$ cat config.mk
export PLATFORM = sky130hd
export DESIGN_NAME = mem_stage_flat
export DESIGN_NICKNAME = d
export VERILOG_FILES = /design/src/rtl/mem_stage_pkg.sv /design/src/rtl/mem_stage_if.sv /design/src/rtl/mem_wait_timer.sv /design/src/rtl/mem_stage.sv /design/src/flat_wrapper.sv
export SDC_FILE = /design/constraint.sdc
export NUM_CORES = 1
export LEC_CHECK = 0
export ABC_AREA = 1
export CORE_UTILIZATION = 46
export CTS_BUF_LIST = sky130_fd_sc_hd__clkbuf_16
export DETAILED_ROUTE_END_ITERATION = 10
export PLACE_DENSITY_LB_ADDON = 0.12
export SYNTH_ARGS = -nofsm -noshare
export SYNTH_HDL_FRONTEND = slang
export SYNTH_SLANG_ARGS = --single-unit
$ cat constraint.sdc
create_clock -name clk -period 3.8 [get_ports clk]
set_input_delay 0.76 -clock clk [delete_from_list [all_inputs] [get_ports clk]]
set_output_delay 0.76 -clock clk [all_outputs]
set_load 0.02 [all_outputs]
$ cat src/rtl/mem_stage_pkg.sv
// Shared definitions for the memory-access stage: default widths, write-select
// encodings and the FSM state type.
package mem_stage_pkg;

  localparam int DATA_W_DEF = 16;
  localparam int ADDR_W_DEF = 8;
  localparam int TMO_W_DEF  = 4;

  localparam logic [1:0] WDST_NONE  = 2'b00;
  localparam logic [1:0] WDST_REG1  = 2'b01;
  localparam logic [1:0] WDST_REG15 = 2'b10;
  localparam logic [1:0] WDST_BOTH  = 2'b11;

  typedef enum logic [1:0] {
    ST_IDLE   = 2'd0,
    ST_ACCESS = 2'd1,
    ST_HALTED = 2'd2
  } state_t;

  function automatic logic is_mem_op(input logic mrd, input logic mwr);
    return mrd | mwr;
  endfunction

endpackage

$ cat src/rtl/mem_stage_if.sv
// Bundle of execute-side, data-memory and writeback signals around the memory stage.
// The stage uses the slave view; the surrounding pipeline/memory use the master view.
interface mem_stage_if
  import mem_stage_pkg::*;
#(
  parameter int DATA_W = DATA_W_DEF,
  parameter int ADDR_W = ADDR_W_DEF
);

  logic              ex_valid;
  logic              ex_ready;
  logic [DATA_W-1:0] ex_upper;
  logic [DATA_W-1:0] ex_lower;
  logic [DATA_W-1:0] ex_sdata;
  logic [3:0]        ex_rd;
  logic [1:0]        ex_wdst;
  logic              ex_mrd;
  logic              ex_mwr;
  logic              ex_halt;

  logic              mem_req;
  logic              mem_we;
  logic [ADDR_W-1:0] mem_addr;
  logic [DATA_W-1:0] mem_wdata;
  logic              mem_ack;
  logic [DATA_W-1:0] mem_rdata;

  logic              wb_valid;
  logic [3:0]        wb_rd;
  logic [DATA_W-1:0] wb_data1;
  logic [DATA_W-1:0] wb_data15;
  logic [1:0]        wb_wdst;

  logic              halted;
  logic              mem_err;

  modport slave (
    input  ex_valid, ex_upper, ex_lower, ex_sdata, ex_rd, ex_wdst, ex_mrd, ex_mwr, ex_halt,
    input  mem_ack, mem_rdata,
    output ex_ready, mem_req, mem_we, mem_addr, mem_wdata,
    output wb_valid, wb_rd, wb_data1, wb_data15, wb_wdst, halted, mem_err
  );

  modport master (
    output ex_valid, ex_upper, ex_lower, ex_sdata, ex_rd, ex_wdst, ex_mrd, ex_mwr, ex_halt,
    output mem_ack, mem_rdata,
    input  ex_ready, mem_req, mem_we, mem_addr, mem_wdata,
    input  wb_valid, wb_rd, wb_data1, wb_data15, wb_wdst, halted, mem_err
  );

endinterface

$ cat src/rtl/mem_wait_timer.sv
// Wait counter for outstanding memory requests. tc flags the enabled cycle whose
// increment would bring the count to its all-ones terminal value.
module mem_wait_timer #(
  parameter int TMO_W = 4
) (
  input  logic clk,
  input  logic rst,
  input  logic clr,
  input  logic en,
  output logic tc
);

  localparam logic [TMO_W-1:0] LAST = TMO_W'((1 << TMO_W) - 2);

  logic [TMO_W-1:0] count;

  assign tc = en && (count == LAST);

  // counter register: clear has priority over increment
  always_ff @(posedge clk or posedge rst) begin
    if (rst) begin
      count <= '0;
    end else if (clr) begin
      count <= '0;
    end else if (en) begin
      count <= count + 1'b1;
    end else begin
      count <= count;
    end
  end

endmodule

$ cat src/rtl/mem_stage.sv
// Memory-access stage: registers execute results, runs the req/ack data-memory
// handshake for loads/stores and emits one writeback record per instruction.
module mem_stage
  import mem_stage_pkg::*;
#(
  parameter int DATA_W = DATA_W_DEF,
  parameter int ADDR_W = ADDR_W_DEF,
  parameter int TMO_W  = TMO_W_DEF
) (
  input logic      clk,
  input logic      rst,
  mem_stage_if.slave bus
);

  state_t state;
  state_t state_nxt;

  logic take;
  logic acked;
  logic timeout;
  logic tmr_clr;
  logic tmr_en;
  logic tmr_tc;
  logic is_load;

  logic [DATA_W-1:0] cap_upper;
  logic [DATA_W-1:0] cap_lower;
  logic [DATA_W-1:0] cap_sdata;
  logic [3:0]        cap_rd;
  logic [1:0]        cap_wdst;
  logic              cap_mrd;
  logic              cap_mwr;

  // A load that is also flagged as a store is executed as a store.
  assign is_load = cap_mrd && !cap_mwr;

  assign bus.ex_ready  = (state == ST_IDLE);
  assign bus.mem_req   = (state == ST_ACCESS);
  assign bus.mem_we    = cap_mwr;
  assign bus.mem_addr  = cap_lower[ADDR_W-1:0];
  assign bus.mem_wdata = cap_sdata;

  mem_wait_timer #(.TMO_W(TMO_W)) u_timer (
    .clk (clk),
    .rst (rst),
    .clr (tmr_clr),
    .en  (tmr_en),
    .tc  (tmr_tc)
  );

  // next-state and handshake strobes
  always_comb begin
    state_nxt = state;
    take      = 1'b0;
    acked     = 1'b0;
    timeout   = 1'b0;
    case (state)
      ST_IDLE: begin
        take = bus.ex_valid;
        if (bus.ex_valid) begin
          if (bus.ex_halt) begin
            state_nxt = ST_HALTED;
          end else if (is_mem_op(bus.ex_mrd, bus.ex_mwr)) begin
            state_nxt = ST_ACCESS;
          end else begin
            state_nxt = ST_IDLE;
          end
        end else begin
          state_nxt = ST_IDLE;
        end
      end
      ST_ACCESS: begin
        acked   = bus.mem_ack;
        timeout = !bus.mem_ack && tmr_tc;
        if (acked || timeout) begin
          state_nxt = ST_IDLE;
        end else begin
          state_nxt = ST_ACCESS;
        end
      end
      ST_HALTED: begin
        state_nxt = ST_HALTED;
      end
      default: begin
        state_nxt = ST_IDLE;
      end
    endcase
    tmr_en  = (state == ST_ACCESS) && !bus.mem_ack;
    tmr_clr = (state != ST_ACCESS) || acked || timeout;
  end

  // state register
  always_ff @(posedge clk or posedge rst) begin
    if (rst) begin
      state <= ST_IDLE;
    end else begin
      state <= state_nxt;
    end
  end

  // capture registers, writeback record and sticky flags
  always_ff @(posedge clk or posedge rst) begin
    if (rst) begin
      cap_upper     <= '0;
      cap_lower     <= '0;
      cap_sdata     <= '0;
      cap_rd        <= 4'd0;
      cap_wdst      <= WDST_NONE;
      cap_mrd       <= 1'b0;
      cap_mwr       <= 1'b0;
      bus.wb_valid  <= 1'b0;
      bus.wb_rd     <= 4'd0;
      bus.wb_data1  <= '0;
      bus.wb_data15 <= '0;
      bus.wb_wdst   <= WDST_NONE;
      bus.halted    <= 1'b0;
      bus.mem_err   <= 1'b0;
    end else begin
      bus.wb_valid <= 1'b0;
      bus.halted   <= bus.halted | (state == ST_HALTED);
      if (take) begin
        cap_upper <= bus.ex_upper;
        cap_lower <= bus.ex_lower;
        cap_sdata <= bus.ex_sdata;
        cap_rd    <= bus.ex_rd;
        cap_wdst  <= bus.ex_wdst;
        cap_mrd   <= bus.ex_mrd;
        cap_mwr   <= bus.ex_mwr;
        // halt and ALU ops retire straight from the execute fields
        if (bus.ex_halt || !is_mem_op(bus.ex_mrd, bus.ex_mwr)) begin
          bus.wb_valid  <= 1'b1;
          bus.wb_rd     <= bus.ex_rd;
          bus.wb_data1  <= bus.ex_lower;
          bus.wb_data15 <= bus.ex_upper;
          bus.wb_wdst   <= bus.ex_halt ? WDST_NONE : bus.ex_wdst;
        end
        if (!bus.ex_halt && bus.ex_mrd && bus.ex_mwr) begin
          bus.mem_err <= 1'b1;
        end
      end else if (acked) begin
        bus.wb_valid  <= 1'b1;
        bus.wb_rd     <= cap_rd;
        bus.wb_data1  <= is_load ? bus.mem_rdata : cap_lower;
        bus.wb_data15 <= cap_upper;
        bus.wb_wdst   <= is_load ? cap_wdst : WDST_NONE;
      end else if (timeout) begin
        bus.wb_valid  <= 1'b1;
        bus.wb_rd     <= cap_rd;
        bus.wb_data1  <= cap_lower;
        bus.wb_data15 <= cap_upper;
        bus.wb_wdst   <= WDST_NONE;
        bus.mem_err   <= 1'b1;
      end
    end
  end

endmodule
$ cat src/flat_wrapper.sv
// flat-port wrapper written by rule: the top's interface ports become plain ports
module mem_stage_flat import mem_stage_pkg::*;
#(
  parameter int DATA_W = DATA_W_DEF,
  parameter int ADDR_W = ADDR_W_DEF,
  parameter int TMO_W  = TMO_W_DEF
)
  (clk, rst, bus_ex_valid, bus_ex_upper, bus_ex_lower, bus_ex_sdata, bus_ex_rd, bus_ex_wdst, bus_ex_mrd, bus_ex_mwr, bus_ex_halt, bus_mem_ack, bus_mem_rdata, bus_ex_ready, bus_mem_req, bus_mem_we, bus_mem_addr, bus_mem_wdata, bus_wb_valid, bus_wb_rd, bus_wb_data1, bus_wb_data15, bus_wb_wdst, bus_halted, bus_mem_err);
  mem_stage_if #(.DATA_W(DATA_W), .ADDR_W(ADDR_W)) bus_i ();
  input logic clk;
  input logic rst;
  input wire logic [$bits(bus_i.ex_valid)-1:0] bus_ex_valid;
  input wire logic [$bits(bus_i.ex_upper)-1:0] bus_ex_upper;
  input wire logic [$bits(bus_i.ex_lower)-1:0] bus_ex_lower;
  input wire logic [$bits(bus_i.ex_sdata)-1:0] bus_ex_sdata;
  input wire logic [$bits(bus_i.ex_rd)-1:0] bus_ex_rd;
  input wire logic [$bits(bus_i.ex_wdst)-1:0] bus_ex_wdst;
  input wire logic [$bits(bus_i.ex_mrd)-1:0] bus_ex_mrd;
  input wire logic [$bits(bus_i.ex_mwr)-1:0] bus_ex_mwr;
  input wire logic [$bits(bus_i.ex_halt)-1:0] bus_ex_halt;
  input wire logic [$bits(bus_i.mem_ack)-1:0] bus_mem_ack;
  input wire logic [$bits(bus_i.mem_rdata)-1:0] bus_mem_rdata;
  output wire logic [$bits(bus_i.ex_ready)-1:0] bus_ex_ready;
  output wire logic [$bits(bus_i.mem_req)-1:0] bus_mem_req;
  output wire logic [$bits(bus_i.mem_we)-1:0] bus_mem_we;
  output wire logic [$bits(bus_i.mem_addr)-1:0] bus_mem_addr;
  output wire logic [$bits(bus_i.mem_wdata)-1:0] bus_mem_wdata;
  output wire logic [$bits(bus_i.wb_valid)-1:0] bus_wb_valid;
  output wire logic [$bits(bus_i.wb_rd)-1:0] bus_wb_rd;
  output wire logic [$bits(bus_i.wb_data1)-1:0] bus_wb_data1;
  output wire logic [$bits(bus_i.wb_data15)-1:0] bus_wb_data15;
  output wire logic [$bits(bus_i.wb_wdst)-1:0] bus_wb_wdst;
  output wire logic [$bits(bus_i.halted)-1:0] bus_halted;
  output wire logic [$bits(bus_i.mem_err)-1:0] bus_mem_err;
  assign bus_i.ex_valid = bus_ex_valid;
  assign bus_i.ex_upper = bus_ex_upper;
  assign bus_i.ex_lower = bus_ex_lower;
  assign bus_i.ex_sdata = bus_ex_sdata;
  assign bus_i.ex_rd = bus_ex_rd;
  assign bus_i.ex_wdst = bus_ex_wdst;
  assign bus_i.ex_mrd = bus_ex_mrd;
  assign bus_i.ex_mwr = bus_ex_mwr;
  assign bus_i.ex_halt = bus_ex_halt;
  assign bus_i.mem_ack = bus_mem_ack;
  assign bus_i.mem_rdata = bus_mem_rdata;
  assign bus_ex_ready = bus_i.ex_ready;
  assign bus_mem_req = bus_i.mem_req;
  assign bus_mem_we = bus_i.mem_we;
  assign bus_mem_addr = bus_i.mem_addr;
  assign bus_mem_wdata = bus_i.mem_wdata;
  assign bus_wb_valid = bus_i.wb_valid;
  assign bus_wb_rd = bus_i.wb_rd;
  assign bus_wb_data1 = bus_i.wb_data1;
  assign bus_wb_data15 = bus_i.wb_data15;
  assign bus_wb_wdst = bus_i.wb_wdst;
  assign bus_halted = bus_i.halted;
  assign bus_mem_err = bus_i.mem_err;
  mem_stage #(.DATA_W(DATA_W), .ADDR_W(ADDR_W), .TMO_W(TMO_W)) u_core (.clk(clk), .rst(rst), .bus(bus_i));
endmodule
* Yosys cells after proc, flatten, opt, wreduce, memory -nomap -nowiden
Index checks and enable logic that the tools add are counted.
** Storage, ports and cells
- Flip-flop bits (word level) :: 103
- Input port bits :: 77
- Output and inout bits :: 68
- Logic and storage cells :: 83
** Cells by class
- $add $sub $neg :: 1
- Eq/ne operators :: 7
- Mux-type cells :: 37
- Bitwise gates (word level) :: 2
- Reductions and logical operators :: 20
** Operator list (number)
- 16-bit two-way mux :: 9
- 4-bit two-way mux :: 6
- 2-bit two-way mux :: 8
- 1-bit two-way mux :: 13
- 1-bit logical AND :: 6
- 2-bit one-hot mux with 3 select lines :: 1
- 4-bit by 1-bit adder with 4-bit output (second input constant) :: 1
- 4-bit == test (second input constant) :: 1
- 1-bit logical NOT :: 4
- 1-bit logical OR :: 4
- 2-bit by 1-bit != test with 1-bit output (second input constant) :: 2
- 2-bit != test (second input constant) :: 2
- 2-bit nonzero test :: 2
- 3-bit AND reduction :: 1
- 3-bit nonzero test :: 1
- 2-bit by 1-bit == test with 1-bit output (second input constant) :: 1
- 2-bit == test (second input constant) :: 1
- 2-bit logical NOT :: 1
- 1-bit OR :: 2
- 2-bit AND reduction :: 1

* Depth between registers and ports, before layout
- Depth after elaboration :: 8
- Mapped depth :: 9
- Mapped depth without buffers :: 8

* Cells and area by module
Synthesis repeated with hierarchy kept, for this count alone.
** Unflattened totals
- Cell total of the unflattened synthesis :: 556
- Area total of the unflattened synthesis :: 4634.4 µm²
** By module, submodules not included
- mem_stage :: times used 1, cells each 529, area each 4405.5 µm², seq. area each 2477.4 µm²
- mem_wait_timer :: times used 1, cells each 27, area each 229.0 µm², seq. area each 100.1 µm²

* Worst setup path before layout
No wires, ideal clock.
- Kind :: input to register
- Start :: input bus_ex_mwr
- End :: register u_core.bus.wb_wdst[0]
- Library setup time :: 0.123 ns
- Arrival time :: 1.495 ns
- Data required time :: 3.677 ns
- Slack :: 2.182 ns
- Cell stages on the path :: 8
- Buffers on the path :: 2
- Path through :: nor2_1 > nor2_1 > nor2_4 > nor2_4 > buf_6 > buf_6 > nand2_1 > nand2_1
** Between the ends
- Longest elaborated chain between the ends :: 5
** Ends and longest elaborated chain
- start: declaration :: line flat_wrapper.sv:19 : input wire logic [$bits(bus_i.ex_mwr)-1:0] bus_ex_mwr;
- 1-bit OR :: line mem_stage_pkg.sv:21 : return mrd | mwr;
- 1-bit logical NOT :: line mem_stage.sv:130 : if (bus.ex_halt || !is_mem_op(bus.ex_mrd, bus.ex_mwr)) begin
- 1-bit logical OR :: line mem_stage.sv:130
- 2-bit != test (no line)
- 2-bit AND reduction (no line)
- end signal: assignment :: line mem_stage.sv:135 : bus.wb_wdst <= bus.ex_halt ? WDST_NONE : bus.ex_wdst;
- end signal: assignment :: line mem_stage.sv:145 : bus.wb_wdst <= is_load ? cap_wdst : WDST_NONE;
- end: declaration :: line mem_stage_if.sv:41 : output wb_valid, wb_rd, wb_data1, wb_data15, wb_wdst, halted, mem_err
No other way between the ends.
A chain may end at the register's enable or synchronous reset.

* Final worst setup path
- Start :: input bus_ex_mwr
- End :: register u_core.bus.wb_wdst[1]
The elaborated chain is that of the path after synthesis.

==> flow_summary.json <==
{
  "min_path_type": "register to register",
  "netlist_instances": 543,
  "cts-resized-gates": 0,
  "diodes": 0,
  "synthesis.nets": 622,
  "antenna_found_initial": 0,
  "die_w_um": 101,
  "busiest_layer": "met2",
  "grt_pass1_vias": 3746,
  "max_freq_mhz": 349,
  "seq_area_mm2": 0.00258,
  "cts.sinks": 103,
  "whs_path_depth": 2,
  "vias_per_cell": 4.75,
  "skew_ns": 0.0101,
  "cts_setup_buffers": 0,
  "ir_drop_v": 0.000192,
  "drt_first_pass_iters": 4,
  "nets": 750,
  "die_y_um": 101,
  "synth_top_area_frac": 0.568,
  "final_cells": 805,
  "multi_input_area_mm2": 0.00154,
  "leakage_nw": 3.23,
  "grt_pass1_wl_um": 17600,
  "slew_headroom": 0.382,
  "gp_congestion": 0.768,
  "path_clk_slew_ns": 0.07,
  "maxCapViolCount": 0,
  "area.growth.synth_to_final_pct": 38.0,
  "cp_max_fo": 39,
  "io_buffers": 144,
  "dieArea_mm2": 0.0103,
  "grt_overflow": 0,
  "async_reset_ff_frac": 1.00,
  "avgSynthCellArea_um2": 8.36,
  "worstPathArrival_ns": 3.10,
  "endpoint_kind": "register",
  "wirelength_um": 10600,
  "synth_most_common_cell": "nand2_1",
  "global_route.usage.met1": 0.294,
  "worst_pin_slew_ns": 0.925,
  "hpwl_um": 7220,
  "finalHoldViolCount": 0,
  "setup_viol": 0,
  "synth_warnings": 0,
  "grtUsageMet3": 0.0600,
  "startpoint_type": "input pin",
  "synth_edf_count": 0,
  "worst-r2r-setup-slack_ns": 1.32,
  "rr_worst_depth": 8,
  "required_ns": 4.03,
  "grtUsageTotal": 0.221,
  "clockRootBuffer": "clkbuf_16",
  "grt_setup_unrepaired": "no",
  "yosys_register_bits": 103,
  "core_mm2": 0.00942,
  "dp.cells": 789,
  "netlist_area_mm2": 0.00454,
  "row_count": 35,
  "ys_types": 24,
  "vias": 3825,
  "clkLatencyLatePin_ns": 0.35,
  "wl_per_cell_um": 13.2,
  "fin_crit_sh": 0.753,
  "drc": 0,
  "ys_seq_area_frac": 0.568,
  "drtIter0Drc": 154,
  "h-tree-depth": 3,
  "fin_setup_tns_ns": 0,
  "cts_hold_buf": 0,
  "ys_top_cells_by_area": "dfrtp_1 57%, nand2_1 18%, inv_1 4.8%, nor2_1 3.6%, o21bai_1 2.8%",
  "synth_top_cell_by_area": "dfrtp_1",
  "p_per_area_mw_per_mm2": 336,
  "period_needed_ns": 2.86,
  "synth_ff_type": "dfrtp_1",
  "synthTopCellsByCount": "216 x nand2_1, 103 x dfrtp_1, 58 x inv_1, 43 x nor2_1, 21 x nand3_1",
  "use_met2": 0.354,
  "n_fill_cell": 795,
  "crit_type": "input pin to register",
  "grt_max_degree": 77,
  "drv_slew": 0,
  "start_util": 0.482,
  "cts_tree": "built",
  "clock_path_buffers": 2,
  "io-pin-count": 145,
  "status": "completed",
  "layout-drive-gt1-share": 0.0459,
  "ant_nets": 0,
  "cts_buffers": 9
}
-- metal layers --
metal / share of wire / routed length [um] / vias to the layer above
met2: 0.45 / 4820 / 131
li1: - / - / 1905
met1: 0.46 / 4870 / 1776
met4: 0.013 / 134 / 0
met3: 0.077 / 823 / 13
met5: 0 / 0 / -
-- where the power goes --
part | switching [mW] | internal [mW]
clock network | 0.438 | 0.460
registers | 0 | 1.10
logic | 0.0413 | 0.0722
-- worst max-delay path: stages --
cell and delay, ns:
clkdlybuf4s50_1 0.49, nor2_1 0.07, nor2_1 0.22, nor2_4 0.15, nor2_4 0.75, inv_2 0.38
o21ai_0 0.18, nand2_1 0.06
-- path summary, 6_finish.rpt --
kind / from / end
worst max-delay path: bus_ex_mwr / u_core.bus.wb_wdst[1]$_DFFE_PP0P_
worst min-delay path: u_core.bus.mem_wdata[0]$_DFFE_PP0P_ / u_core.bus.mem_wdata[0]$_DFFE_PP0P_
worst max register to register: u_core.u_timer.count[0]$_DFFE_PP0P_ / u_core.bus.wb_wdst[1]$_DFFE_PP0P_
worst min register to register: u_core.bus.mem_wdata[0]$_DFFE_PP0P_ / u_core.bus.mem_wdata[0]$_DFFE_PP0P_
max in group asynchronous: rst / u_core.cap_lower[2]$_DFFE_PP0P_
min in group asynchronous: rst / u_core.cap_upper[5]$_DFFE_PP0P_
-- flip-flops by register name, indices dropped and copies added (netlist names), 2 cells and up --
name and cells:
u_core.bus.wb_data1 16, u_core.cap_lower 16, u_core.cap_upper 16, u_core.bus.mem_wdata 16, u_core.u_timer.count 4, u_core.bus.wb_wdst 2, u_core.bus.wb_data15 16, u_core.bus.wb_rd 4
u_core.state 2, u_core.cap_rd 4, u_core.cap_wdst 2
-- metrics by stage --
step,power [mW],cell area (um^2),setup slack (ns),util,hold slack [ns]
after global placement,1.23,5970,0.666,0.635,0.458
final,2.11,6260,0.937,0.665,0.480
after CTS,2.12,6260,0.948,0.665,0.482
after detailed placement,1.23,5970,0.592,0.635,0.463
after global routing,2.18,6260,0.737,0.665,0.501
after floorplan,1.14,4540,0.336,-,0.444
-- cells in the final DEF (no fill, tap or decap) --
cell type / count
inv_8: 2
o21ai_0: 5
ha_1: 2
nor2_4: 3
xnor2_1: 1
nand2_1: 216
clkinv_4: 2
o21bai_1: 17
dfrtp_1: 103
inv_4: 1
o31ai_1: 1
clkinv_2: 1
nand3_4: 1
clkbuf_16: 9
nor3_1: 17
nand3_1: 21
xor2_1: 1
nor2_1: 43
inv_1: 57
inv_2: 2
inv_6: 2
a21oi_4: 1
nand2_2: 2
buf_4: 4
nor2_2: 1
clkdlybuf4s50_1: 144
a21oi_1: 17
-- cell families (layout without fill, tap and decap cells) --
group           Yosys count  in the layout  share of synthesized area
fa+ha+maj                 2              2                    0.00551
simple gates            304            304                      0.272
xor+xnor                  2              2                    0.00386
buf+inv                  91            224                     0.0932
flops                   103            103                      0.568
compound gates           41             41                     0.0576
-- area by class of cell --
cell class,instances,area share
Timing Repair Buffer,148,0.235
Clock buffer,9,0.0360
Multi-Input combinational cell,349,0.245
Tap cell,129,0.0258
Inverter,60,0.0364
Sequential cell,103,0.412
Clock inverter,7,0.00999
Power figures use the tool's default switching activity.
